### src/rtl/riscv_pkg.sv
// riscv_pkg: shared types and constants for the RV32I multicycle core
package riscv_pkg;
    localparam int XLEN = 32;
    localparam logic [XLEN-1:0] NOP_INSN = 32'h0000_0013;
    typedef enum logic [1:0] {IDLE, REQ, WAIT, FAULT} fetch_state_t;
    typedef enum logic [1:0] {NONE, MISALIGNED, BUS_TIMEOUT} fetch_fault_t;
endpackage

### src/rtl/fetch_watchdog.sv
// fetch_watchdog: counts enabled cycles and flags expiry on the LIMIT-th one
module fetch_watchdog #(
    parameter int LIMIT = 255
) (
    input  logic clk,
    input  logic rst,
    input  logic clear,
    input  logic enable,
    output logic expired
);
    logic [7:0] count;
    assign expired = enable && (count == 8'(LIMIT - 1));
    always_ff @(posedge clk)
        if (rst || clear) count <= '0;
        else if (enable && !expired) count <= count + 8'd1;
endmodule

### src/rtl/instr_fetch_unit.sv
// instr_fetch_unit: multicycle RV32I fetch over a req/gnt/rvalid instruction bus
module instr_fetch_unit
    import riscv_pkg::*;
#(
    parameter int TIMEOUT_CYCLES = 255,
    parameter logic [31:0] NOP_INSN = riscv_pkg::NOP_INSN
) (
    input  logic        clk,
    input  logic        rst,
    input  logic [31:0] pc_in,
    input  logic        fetch_start,
    input  logic        ir_consume,
    input  logic        fault_clear,
    output logic        imem_req,
    output logic [31:0] imem_addr,
    input  logic        imem_gnt,
    input  logic        imem_rvalid,
    input  logic [31:0] imem_rdata,
    output logic [31:0] ir_out,
    output logic [31:0] pc_ir,
    output logic        ir_valid,
    output logic [31:0] pc_next,
    output logic        pc_write,
    output logic        busy,
    output logic        fault,
    output logic [1:0]  fault_cause
);
    fetch_state_t state;
    logic wd_expired;
    fetch_watchdog #(.LIMIT(TIMEOUT_CYCLES)) u_wd (
        .clk(clk),
        .rst(rst),
        .clear(state == REQ && imem_gnt),
        .enable(state == WAIT),
        .expired(wd_expired)
    );
    // imem_addr doubles as the latched fetch PC; it only changes on aligned accepts
    always_ff @(posedge clk) begin
        if (rst) begin
            state       <= IDLE;
            imem_req    <= 1'b0;
            imem_addr   <= '0;
            ir_out      <= NOP_INSN;
            pc_ir       <= '0;
            pc_next     <= '0;
            ir_valid    <= 1'b0;
            pc_write    <= 1'b0;
            busy        <= 1'b0;
            fault       <= 1'b0;
            fault_cause <= NONE;
        end else begin
            pc_write <= 1'b0;
            if (ir_consume) ir_valid <= 1'b0;
            case (state)
                IDLE: if (fetch_start && (!ir_valid || ir_consume)) begin
                    busy <= 1'b1;
                    if (pc_in[1:0] != 2'b00) begin
                        state       <= FAULT;
                        fault       <= 1'b1;
                        fault_cause <= MISALIGNED;
                    end else begin
                        state     <= REQ;
                        imem_req  <= 1'b1;
                        imem_addr <= pc_in;
                    end
                end
                REQ: if (imem_gnt) begin
                    state    <= WAIT;
                    imem_req <= 1'b0;
                end
                WAIT: if (imem_rvalid) begin
                    state    <= IDLE;
                    busy     <= 1'b0;
                    ir_out   <= imem_rdata;
                    pc_ir    <= imem_addr;
                    pc_next  <= imem_addr + 32'd4;
                    ir_valid <= 1'b1;
                    pc_write <= 1'b1;
                end else if (wd_expired) begin
                    state       <= FAULT;
                    fault       <= 1'b1;
                    fault_cause <= BUS_TIMEOUT;
                end
                FAULT: if (fault_clear) begin
                    state       <= IDLE;
                    busy        <= 1'b0;
                    fault       <= 1'b0;
                    fault_cause <= NONE;
                end
                default: state <= IDLE;
            endcase
        end
    end
endmodule

### config.mk
export PLATFORM = sky130hd
export DESIGN_NAME = instr_fetch_unit
export DESIGN_NICKNAME = d
export VERILOG_FILES = /design/src/rtl/riscv_pkg.sv /design/src/rtl/fetch_watchdog.sv /design/src/rtl/instr_fetch_unit.sv
export SDC_FILE = /design/constraint.sdc
export NUM_CORES = 1
export LEC_CHECK = 0
export CAP_MARGIN = 0
export CORE_MARGIN = 4
export CORE_UTILIZATION = 48
export DETAILED_ROUTE_END_ITERATION = 8
export PLACE_DENSITY = 0.85
export RECOVER_POWER = 50
export SETUP_SLACK_MARGIN = 0.2
export SYNTH_ARGS = -nofsm -noshare
export SYNTH_HDL_FRONTEND = slang
export SYNTH_SLANG_ARGS = --single-unit
### constraint.sdc
create_clock -name clk -period 5.09 [get_ports clk]
set_clock_uncertainty 0.2 [all_clocks]
set_input_delay 0.7635 -clock clk [delete_from_list [all_inputs] [get_ports clk]]
set_output_delay 0.7635 -clock clk [all_outputs]
set_load 0.02 [all_outputs]
### Word-level counts from Yosys, hierarchy flattened

Cells that the tools add are included.

| storage, ports and cells | value |
|---|---|
| word-level logic and storage cells | 77 |
| output and inout port bits | 135 |
| register bits after elaboration | 145 |
| bits of input ports | 71 |

| cells by class | value |
|---|---|
| equality and inequality tests | 13 |
| reductions and logical operators | 19 |
| add/sub/neg operators | 2 |
| bitwise gates (word level) | 2 |
| mux-type cells | 29 |

Operators by type and width:

| operator | count |
|---|---|
| adder 32 x 3 -> 32 bit, second input constant | 1 |
| two-way mux 2 bit | 10 |
| != test 2 bit, second input constant | 8 |
| two-way mux 1 bit | 14 |
| AND reduction 4 bit | 3 |
| adder 8 x 1 -> 8 bit, second input constant | 1 |
| equality test 8 bit, second input constant | 1 |
| case mux 2 bit (4 select lines) | 1 |
| case mux 1 bit (3 select lines) | 2 |
| case mux 2 bit (3 select lines) | 1 |
| AND reduction 6 bit | 1 |
| equality test 2 bit, second input constant | 2 |
| logical AND 1 bit | 4 |
| nonzero test 2 bit | 2 |
| != test 3 bit, second input constant | 1 |
| AND reduction 3 bit | 1 |
| nonzero test 3 bit | 1 |
| equality test 2 x 1 -> 1 bit, second input constant | 1 |
| zero test 1 bit | 2 |
| zero test 2 bit | 1 |
| logical OR 1 bit | 2 |
| inverter 1 bit | 2 |
| case mux 1 bit (2 select lines) | 1 |
| AND reduction 2 bit | 1 |
| OR reduction 2 bit | 1 |

### Logic depth before layout (Yosys ltp)

Gate-level depths: netlist of the first run.

| depth | value |
|---|---|
| word-level depth | 5 |
| gate-level depth with buffers | 8 |
| mapped depth without buffers | 7 |

### Hierarchy

From an unflattened synthesis of the first run, not the netlist that was laid out.

| unflattened totals | value |
|---|---|
| cell total of the unflattened synthesis | 696 |
| area total of the unflattened synthesis | 5765.5 sq um |

Modules (own cells, without submodules):

| module | cells an instance | instances | area each (sq um) | sequential area each (sq um) |
|---|---|---|---|---|
| instr_fetch_unit | 645 | 1 | 5310.1 | 2702.6 |
| fetch_watchdog | 51 | 1 | 455.4 | 160.2 |

### Least setup slack after synthesis of the first run

OpenSTA, ideal clock, no wires.

| timing | value |
|---|---|
| path kind | register to register |
| from | register imem_addr[6] |
| to | register pc_next[31] |
| setup time | 0.091 ns |
| path slack | 2.620 ns |
| path buffers | 3 |
| data required time | 4.799 ns |
| clock period less this slack | 2.470 ns |
| data arrival time | 2.180 ns |
| stages on the path, launching flop included | 9 |
| path through | dfxtp_1 -> buf_2 -> and4_1 -> buf_4 -> nand4_4 -> or4b_1 -> buf_2 -> or3_1 -> a311oi_1 |

| between the ends | value |
|---|---|
| word-level cells in the longest chain between the ends | 1 |

RTL lines:

| element | line | text |
|---|---|---|
| start, declared | instr_fetch_unit.sv:15 | `output logic [31:0] imem_addr,` |
| start signal, assigned | instr_fetch_unit.sv:64 | `imem_addr <= pc_in;` |
| adder 32 x 3 -> 32 bit | instr_fetch_unit.sv:76 | `pc_next <= imem_addr + 32'd4;` |
| end signal, assigned | instr_fetch_unit.sv:76 |  |
| end, declared | instr_fetch_unit.sv:22 | `output logic [31:0] pc_next,` |

No other way between the ends.
A chain may end at the register's enable or synchronous reset.

### Worst setup path in the final report of the first run

| timing | value |
|---|---|
| from | register state[1] |
| to | register pc_next[30] |

| between the ends | value |
|---|---|
| word-level cells in the longest chain between the ends | 2 |

RTL lines:

| element | line | text |
|---|---|---|
| start, declared | instr_fetch_unit.sv:28 | `fetch_state_t state;` |
| start signal, assigned | instr_fetch_unit.sv:40 | `state <= IDLE;` |
| start signal, assigned | instr_fetch_unit.sv:58 | `state <= FAULT;` |
| start signal, assigned | instr_fetch_unit.sv:62 | `state <= REQ;` |
| equality test 2 bit | instr_fetch_unit.sv:54 | `case (state)` |
| AND reduction 2 bit (no line) | n/a |  |

No other way between the ends.

==> impl_metrics.ini, run 1 <==
[outcome]
status = finished with violations
violations = capacitance limit, slew limit

[hold_path]
holdCritPathClass = reg2reg
min_from = pc_ir[9]$_SDFFE_PP0P_

[drt]
drc_errors = 0
routed_via_density = 5.37
postRouteAntennaNets = 0
drt_wl_total_um = 17100
drt_iter0_markers = 386
vias = 5551
wl_per_cell_um = 16.6
first_pass_iters = 5

[die]
row_count = 39
die_h_um = 117
start_util = 0.494
fp.dieW_um = 117
die_area_um2 = 13700
core_um2 = 11500
num_io_pins = 206

[yosys]
syn-num-nets = 778
ys_seq_area_frac = 0.503
ys.flop_type = dfxtp_1
synth_cell_types = 44
syn-instance-count = 704
syn_area_per_cell_um2 = 8.09
synth_edf_count = 0
synth-seq-cells = 143
synth_area_um2 = 5690
async_flop_share = 0
yosys_warnings = 0

[placement]
gp_congestion = 0.833
dp_worst_setup_slack_ps = 1870
hpwl_um = 12100
portBuffers = 205
dpl.cell_count = 1001

[timing]
worstMarginPinSlew_ps = 1500
slew_headroom = -0.00203
setup_tns_ps = 0
fin_crit_sh = 0.604
rsz0062_at_grt = no
final.min_clock_period_ps = 3070
final_hold_viol_count = 0
drv_slew = 1
max_freq_ghz = 0.326
setup_viol = 0
fin_ws_ps = 2020
whs_ps = 252

[cts]
cts-root-buf = clkbuf_16
cts_buffers = 17
cts_hold_buf = 0
cts_tree = done
clock-sinks = 143
post_cts_buffers = 0
path_clk_slew_ps = 60
h-tree-depth = 4
worstSkewPairLatency_ps = 410
cts.repair.resized = 0
cts_max_path_buffers = 2

[final_layout]
fillers = 880
multi_input_area_um2 = 2560
final-seq-area_um2 = 2860
drive_above_1_share = 0.0461
synthToLayoutAreaGrowth_pct = 44.6
final_cells = 1034
layout_common_cells = 207 x nand2_1, 143 x dfxtp_1, 116 x dlygate4sd3_1
nets = 951
final_common_cell = nand2_1

[setup_path]
arrival_ps = 3120
crit_fanout = 45
cp_data_required_time_ps = 5140
setup.worst_path.class = reg2reg
cp-start-kind = flop
cp-startpoint = state[1]$_SDFFE_PP0P_
r2r_start = state[1]$_SDFFE_PP0P_
end_kind = flop
r2r_setup_slack_ps = 2020

[power_and_ir_drop]
comb_power_share = 0.173
intPower_mw = 2.08
p_leak_nw = 3.17
p_sw_frac = 0.277
finalPower_mw = 2.87
clkPwrFrac = 0.388
ir_worst_vdd_uv = 288
seqPwrFrac = 0.439
switchingPower_mw = 0.796
powerDensity_nw_per_um2 = 349

[global_route]
grt_max_degree = 103
grt_pass1_vias = 5267
grt_util_all_layers = 0.247
grt_antenna_before_repair = 0
grt.overflow.total = 0
grt_pass1_wl_um = 26400

[flow_run]
max-cap-violations = 1
power groups by stage:
stage	sequential (mW)	combinational (mW)	clock, mW
after floorplan	1.34	0.214	0
after global placement	1.28	0.503	0
final	1.26	0.497	1.11
after CTS	1.26	0.521	1.13
after global routing	1.27	0.541	1.18
after detailed placement	1.29	0.518	0
cell usage after synthesis, types with 2 or more instances:
master,instances,area share
clkbuf_1,47,0.031
buf_2,2,0.0018
nor4_1,2,0.0022
nor3b_1,3,0.0040
clkbuf_8,2,0.0048
nand4_4,2,0.0075
nand4_1,14,0.015
ha_1,3,0.0066
and4_1,3,0.0046
nor2_1,48,0.032
nand3b_1,3,0.0040
nor2b_1,3,0.0033
a211oi_1,24,0.032
nand3_1,8,0.0070
nand2_1,207,0.14
nor3_1,11,0.0097
xor2_1,18,0.028
mux2i_1,2,0.0035
o21ai_0,6,0.0053
dfxtp_1,143,0.50
a311oi_1,5,0.0077
and3_1,6,0.0066
a21oi_1,99,0.087
inv_1,5,0.0033
xnor2_1,12,0.018
or3_1,4,0.0044
buf_4,4,0.0053
nand2b_1,2,0.0022
worst max-delay path, cell delays in order, from the launching register on:
cell     delay [ps]
dfxtp_1         530
nor2b_1         370
nand2_1         940
buf_4           590
nor3_1          200
nor4_1           80
state kept, by name, indices dropped and copies added (netlist names):
| register | cells |
|---|---|
| busy | 1 |
| fault | 1 |
| fault_cause | 2 |
| imem_addr | 32 |
| imem_req | 1 |
| ir_out | 32 |
| ir_valid | 1 |
| pc_ir | 32 |
| pc_next | 30 |
| pc_write | 1 |
| state | 2 |
| u_wd.count | 8 |
layout make-up:
cell class                      instances  share of cell area
Sequential cell                       143               0.348
Multi-Input combinational cell        500               0.311
Timing Repair Buffer                  210               0.253
Clock buffer                           25              0.0602
Tap cell                              143              0.0217
Clock inverter                          7             0.00425
Inverter                                5             0.00228
Antenna cell                            1            0.000304
cells by family after synthesis:
family	Yosys count	share of synthesized area
buffers and inverters	61	0.0484
XOR/XNOR	30	0.0462
adder cells (fa/ha/maj)	3	0.00659
AO/OA/AOI/OAI	141	0.142
AND/OR/NAND/NOR	324	0.251
flip-flops	143	0.503
multiplexers	2	0.00352
final timing paths:
kind | end | cells past startpoint
setup reg to reg | pc_next[30]$_SDFFE_PP0P_ | 5
setup / recovery | pc_next[30]$_SDFFE_PP0P_ | 5
hold / removal | pc_ir[9]$_SDFFE_PP0P_ | 2
hold reg to reg | pc_ir[9]$_SDFFE_PP0P_ | 2
routing by layer:
layer  track usage  up-vias  wire [um]
met3        0.0591       39        996
met1         0.295     2615       6890
li1              -     2712          -
met5             0        -          0
met4         0.109        0        460
met2         0.422      185       8770
metrics by stage:
stage                util  instance area, um^2
floorplan               -                 5690
global placement    0.670                 7710
detailed placement  0.670                 7710
CTS                 0.716                 8240
global route        0.715                 8230
finish              0.715                 8230
(Power assumes the default switching activity.)
==> run 2: changes to the inputs <==
--- a/config.mk
+++ b/config.mk
@@ -7,9 +7,9 @@
 export LEC_CHECK = 0
 export CAP_MARGIN = 0
 export CORE_MARGIN = 4
-export CORE_UTILIZATION = 48
+export CORE_UTILIZATION = 45
 export DETAILED_ROUTE_END_ITERATION = 8
-export PLACE_DENSITY = 0.85
+export PLACE_DENSITY = 0.81
 export RECOVER_POWER = 50
 export SETUP_SLACK_MARGIN = 0.2
 export SYNTH_ARGS = -nofsm -noshare
==> constraint.sdc (replaced) <==
create_clock -name clk -period 3 [get_ports clk]
set_clock_uncertainty 0.2 [all_clocks]
set_input_delay 0.45 -clock clk [delete_from_list [all_inputs] [get_ports clk]]
set_output_delay 0.45 -clock clk [all_outputs]
set_load 0.02 [all_outputs]
==> run 2 against run 1 <==
Core utilization decreased by 3.0 points; the flow now finishes without violations; design area up 1.5%; first-iteration DRC count grew 17%; flip-flop and latch count did not move; sequential power grew 69%; setup slack got worse by 1500 ps; largest power group unchanged; routed wire length decreased by 0.86%; register-to-register slack worse by 1500 ps; hold slack worse by 5.1 ps; sequential share of layout area decreased by 0.52 points; total power up 68%; combinational power up 78%.
==> impl_metrics.ini, run 2 (synthesis results as in run 1) <==
[drt]
drt_iter0_markers = 451
routed_via_density = 5.15
wl_per_cell_um = 16.0
first_pass_iters = 5
vias = 5474
postRouteAntennaNets = 0
drt_wl_total_um = 17000
drc_errors = 0

[die]
die_h_um = 120
num_io_pins = 206
die_area_um2 = 14500
start_util = 0.466
row_count = 40
core_um2 = 12200
fp.dieW_um = 120

[final_layout]
fin_area_um2 = 8360
synthToLayoutAreaGrowth_pct = 46.8
drive_above_1_share = 0.0536
fillers = 1059
final_common_cell = nand2_1
layout_common_cells = 207 x nand2_1, 143 x dfxtp_1, 115 x clkdlybuf4s50_1
num_antenna_cells = 0
post-route-util = 0.685
reg_top3 = imem_addr: 32 flops, ir_out: 32 flops, pc_ir: 32 flops
nets = 963

[timing]
setup_tns_ps = 0
final_hold_viol_count = 0
fin_crit_sh = 0.827
setup_viol = 0
final.min_clock_period_ps = 2480
slew_headroom = 0.500
drv_slew = 0
worstMarginPinSlew_ps = 749
max_freq_ghz = 0.403
rsz0062_at_grt = no

[cts]
cts_hold_buf = 0
clock-sinks = 143
cts_buffers = 17
worstSkewPairLatency_ps = 410
cts-root-buf = clkbuf_16
path_clk_slew_ps = 50
post_cts_buffers = 0
cts_max_path_buffers = 2
cts.repair.resized = 0
cts_tree = done
h-tree-depth = 4

[setup_path]
cp-start-kind = flop
setup.worst_path.class = reg2reg
path_cells = and4_1, nand4_4, or4b_1, or3_1, a311oi_1
critical-path-top-delay-family = simple AND/OR/NAND/NOR gates
end_kind = flop
arrival_ps = 2600
crit_fanout = 8
path_buf_inv = 0
slowest_stage = or4b_1
slowest_delay_ps = 600
cp_data_required_time_ps = 3120

[placement]
portBuffers = 205
gp_congestion = 0.837
hpwl_um = 12200
place_area_um2 = 7890

[power_and_ir_drop]
powerDensity_nw_per_um2 = 575
ir_worst_vdd_uv = 398
p_leak_nw = 3.14

[hold_path]
holdCritPathClass = reg2reg

[outcome]
status = completed

[global_route]
grt_max_degree = 53
grt_antenna_before_repair = 0
grt_pass1_wl_um = 26400
grt.overflow.total = 0
grt_util_all_layers = 0.231
grt_pass1_vias = 5143

[flow_run]
max-cap-violations = 0
## run 2: cell types whose count changed in the layout (fill, tap and decap cells not counted), moves of 2 or more
cell	change
buf_4	+7
clkdlybuf4s50_1	+27
clkbuf_1	-2
clkinv_2	-4
buf_12	+4
dlygate4sd3_1	-27
## run 2: metrics by stage
step	hold WS, ps	power [mW]	worst slack [ps]	std cells
6_report	246	4.81	520	1063
3_3_place_gp	241	3.07	592	1038
4_1_cts	253	4.88	535	1063
2_1_floorplan	279	2.64	530	704
5_1_grt	265	5.02	360	1063
3_5_place_dp	246	3.09	547	1038
## run 2: worst register-to-register path: stages (launching register included)
cell	delay, ps
dfxtp_1	470
and4_1	390
nand4_4	110
or4b_1	600
or3_1	380
a311oi_1	240
## run 2: where the power goes
| part | switching (mW) | internal (mW) |
|---|---|---|
| Clock | 0.714 | 1.08 |
| Sequential | 0.105 | 2.03 |
| Combinational | 0.489 | 0.393 |
## run 2: final cells by class
class	count	area (um^2)	share of cell area
multi-input combinational	500	2560	0.306
timing repair buffer	222	2220	0.266
tap	168	210	0.0251
inverter	5	18.8	0.00225
clock buffer	22	474	0.0567
clock inverter	3	15.0	0.00180
sequential	143	2860	0.342
## run 2: path summary, 6_finish.rpt
path / cells after the start / slack (ps) / to / startpoint
worst max-delay path: 5 / 520 / pc_next[31]$_SDFFE_PP0P_ / imem_addr[11]$_SDFFE_PP0P_
worst min-delay path: 2 / 250 / pc_ir[6]$_SDFFE_PP0P_ / pc_ir[6]$_SDFFE_PP0P_
worst min register to register: 2 / 250 / pc_ir[6]$_SDFFE_PP0P_ / pc_ir[6]$_SDFFE_PP0P_
worst max register to register: 5 / 520 / pc_next[31]$_SDFFE_PP0P_ / imem_addr[11]$_SDFFE_PP0P_
## run 2: metal layers
layer  global-route usage  wire length (um)  up-vias
met5                    0                 0        -
met4               0.0984               580        0
met3               0.0645               922       33
met2                0.381              8290      177
met1                0.282              7170     2540
li1                     -                 -     2724
==> run 3: changes to the inputs <==
==> constraint.sdc (replaced) <==
create_clock -name clk -period 2.3 [get_ports clk]
set_clock_uncertainty 0.2 [all_clocks]
set_input_delay 0.345 -clock clk [delete_from_list [all_inputs] [get_ports clk]]
set_output_delay 0.345 -clock clk [all_outputs]
set_load 0.02 [all_outputs]
==> run 3 against run 2 <==
Clock-buffer cell count is 5 higher; flip-flop and latch count stayed put; non-clock buffer count is 27 higher; largest power group is now clock; hold slack worse by 40 ps; maximum frequency is 14% higher; sequential share of layout area is 1.1 points lower; setup slack worse by 400 ps; clock power is 61% higher; first-iteration DRC count is 4.4% lower.
==> impl_metrics.ini, run 3 (synthesis results as in run 1) <==
[setup_path]
arrival_ps = 2310
rr_worst_depth = 6
crit_fanout = 10
crit_end = pc_next[26]$_SDFFE_PP0P_
end_kind = flop
r2r_setup_slack_ps = 120
rr_endpoint = pc_next[26]$_SDFFE_PP0P_
cp-startpoint = imem_addr[10]$_SDFFE_PP0P_
cp-start-kind = flop
setup.worst_path.class = reg2reg
cp_data_required_time_ps = 2430
r2r_start = imem_addr[10]$_SDFFE_PP0P_

[global_route]
use_met3 = 0.0702
globalRouteMet1Util = 0.293
grt_util_all_layers = 0.243
grt_util_met2 = 0.421
grt_pass1_wl_um = 28200
grt_pass1_vias = 5487
grt_max_degree = 68
grt-busiest-layer = met2
grt_antenna_before_repair = 0
grt.overflow.total = 0

[final_layout]
nets = 990
num_antenna_cells = 0
multi_input_area_um2 = 2590
synthToLayoutAreaGrowth_pct = 52.9
final_common_cell = nand2_1
drive_above_1_share = 0.102
fillers = 1004
layout_common_cells = 207 x nand2_1, 163 x clkdlybuf4s50_1, 126 x dfxtp_1
reg_top3 = imem_addr: 32 flops, ir_out: 32 flops, pc_ir: 32 flops
final-seq-area_um2 = 2890

[cts]
cts-root-buf = clkbuf_16
cts_tree = done
cts_hold_buf = 0
cts_buffers = 17
cts_max_path_buffers = 2
worstSkewPairLatency_ps = 410
h-tree-depth = 4
clock-sinks = 143
path_clk_slew_ps = 60

[drt]
first_pass_iters = 5
drt_iter0_markers = 431
postRouteAntennaNets = 0
vias = 5662
routed_via_density = 5.16
drt_wl_total_um = 17700
drc_errors = 0
wl_per_cell_um = 16.2

[placement]
gp_congestion = 0.799
dp_worst_setup_slack_ps = 29.7
portBuffers = 205
hpwl_um = 12300

[die]
die_area_um2 = 14500
row_count = 40
core_um2 = 12200
num_io_pins = 206
fp.dieW_um = 120
start_util = 0.466
die_h_um = 120

[flow_run]
max-cap-violations = 0

[timing]
max_freq_ghz = 0.460
final_hold_viol_count = 0
setup_viol = 0
drv_slew = 0
slew_headroom = 0.608
worstMarginPinSlew_ps = 583
fin_crit_sh = 0.946
fin_ws_ps = 124
final.min_clock_period_ps = 2180
rsz0062_at_grt = yes

[power_and_ir_drop]
ir_worst_vdd_uv = 560
p_leak_nw = 3.15
finalPower_mw = 6.89
powerDensity_nw_per_um2 = 792

[hold_path]
min_from = rst
holdCritPathClass = in2reg

[outcome]
status = completed
==> run 3: cell count changes in the layout (fill, tap and decap cells not counted), moves of 2 or more <==
cell | previous run | this run
a311oi_1 | 5 | 3
a311oi_2 | 0 | 2
and4_1 | 3 | 1
and4_4 | 1 | 3
buf_12 | 4 | 6
buf_4 | 12 | 30
bufinv_16 | 0 | 4
clkbuf_1 | 3 | 22
clkdlybuf4s50_1 | 115 | 163
clkinv_2 | 3 | 1
dfxtp_1 | 143 | 126
dfxtp_2 | 0 | 16
dlygate4sd2_1 | 0 | 10
dlygate4sd3_1 | 89 | 24
==> run 3: worst min-delay path by stage <==
stage | depth (start not counted) | endpoint | slack (ps)
final | 2 | pc_next[2]$_SDFFE_PP0P_ | 210
after detailed placement | 2 | pc_ir[13]$_SDFFE_PP0P_ | 250
after global placement | 2 | ir_out[29]$_SDFFE_PP0P_ | 240
after CTS | 2 | pc_next[2]$_SDFFE_PP0P_ | 190
after floorplan | 1 | fault$_SDFFE_PP0P_ | 260
after global routing | 2 | pc_next[2]$_SDFFE_PP0P_ | 220
==> run 3: metal layers <==
layer | vias up | part of all wire
met4 | 0 | 0.016
met5 | - | 0
met1 | 2654 | 0.41
met3 | 24 | 0.067
li1 | 2781 | -
met2 | 203 | 0.51
==> run 3: power breakdown <==
part | leakage, nW | internal, mW | switching, mW
Combinational | 1.68 | 0.550 | 0.676
Clock | 0.306 | 1.93 | 0.971
Sequential | 1.17 | 2.64 | 0.119
Total | 3.15 | 5.13 | 1.77
==> run 3: area by class of cell <==
| type | instances | share of cell area |
|---|---|---|
| tap | 168 | 0.0242 |
| inverter | 5 | 0.00216 |
| multi-input combinational | 500 | 0.298 |
| sequential | 143 | 0.332 |
| timing repair buffer | 249 | 0.272 |
| clock inverter | 5 | 0.0144 |
| clock buffer | 27 | 0.0578 |
==> run 3: per-stage QoR <==
step	cell area, um^2	instances	setup TNS [ps]	hold slack, ps	util
after floorplan	5730	704	-19.9	263	-
after global placement	8120	1063	0	240	0.665
after detailed placement	8120	1063	0	246	0.665
after CTS	8760	1096	0	189	0.717
after global routing	8700	1097	-8.53	218	0.713
final	8700	1097	0	206	0.713
==> run 3: repair_timing <==
item,CTS,global route
endpoints found under the setup margin,13,30
endpoints found under the hold margin,0,0
gates resized for setup,14,16
buffers inserted,1,1
pin swaps,2,4
==> run 3: worst max-delay path, stage by stage (launching register included) <==
cell,delay (ps)
dfxtp_1,350
clkbuf_1,420
and4_1,260
nand4_1,190
nor3_1,340
xnor2_1,110
a211oi_1,220
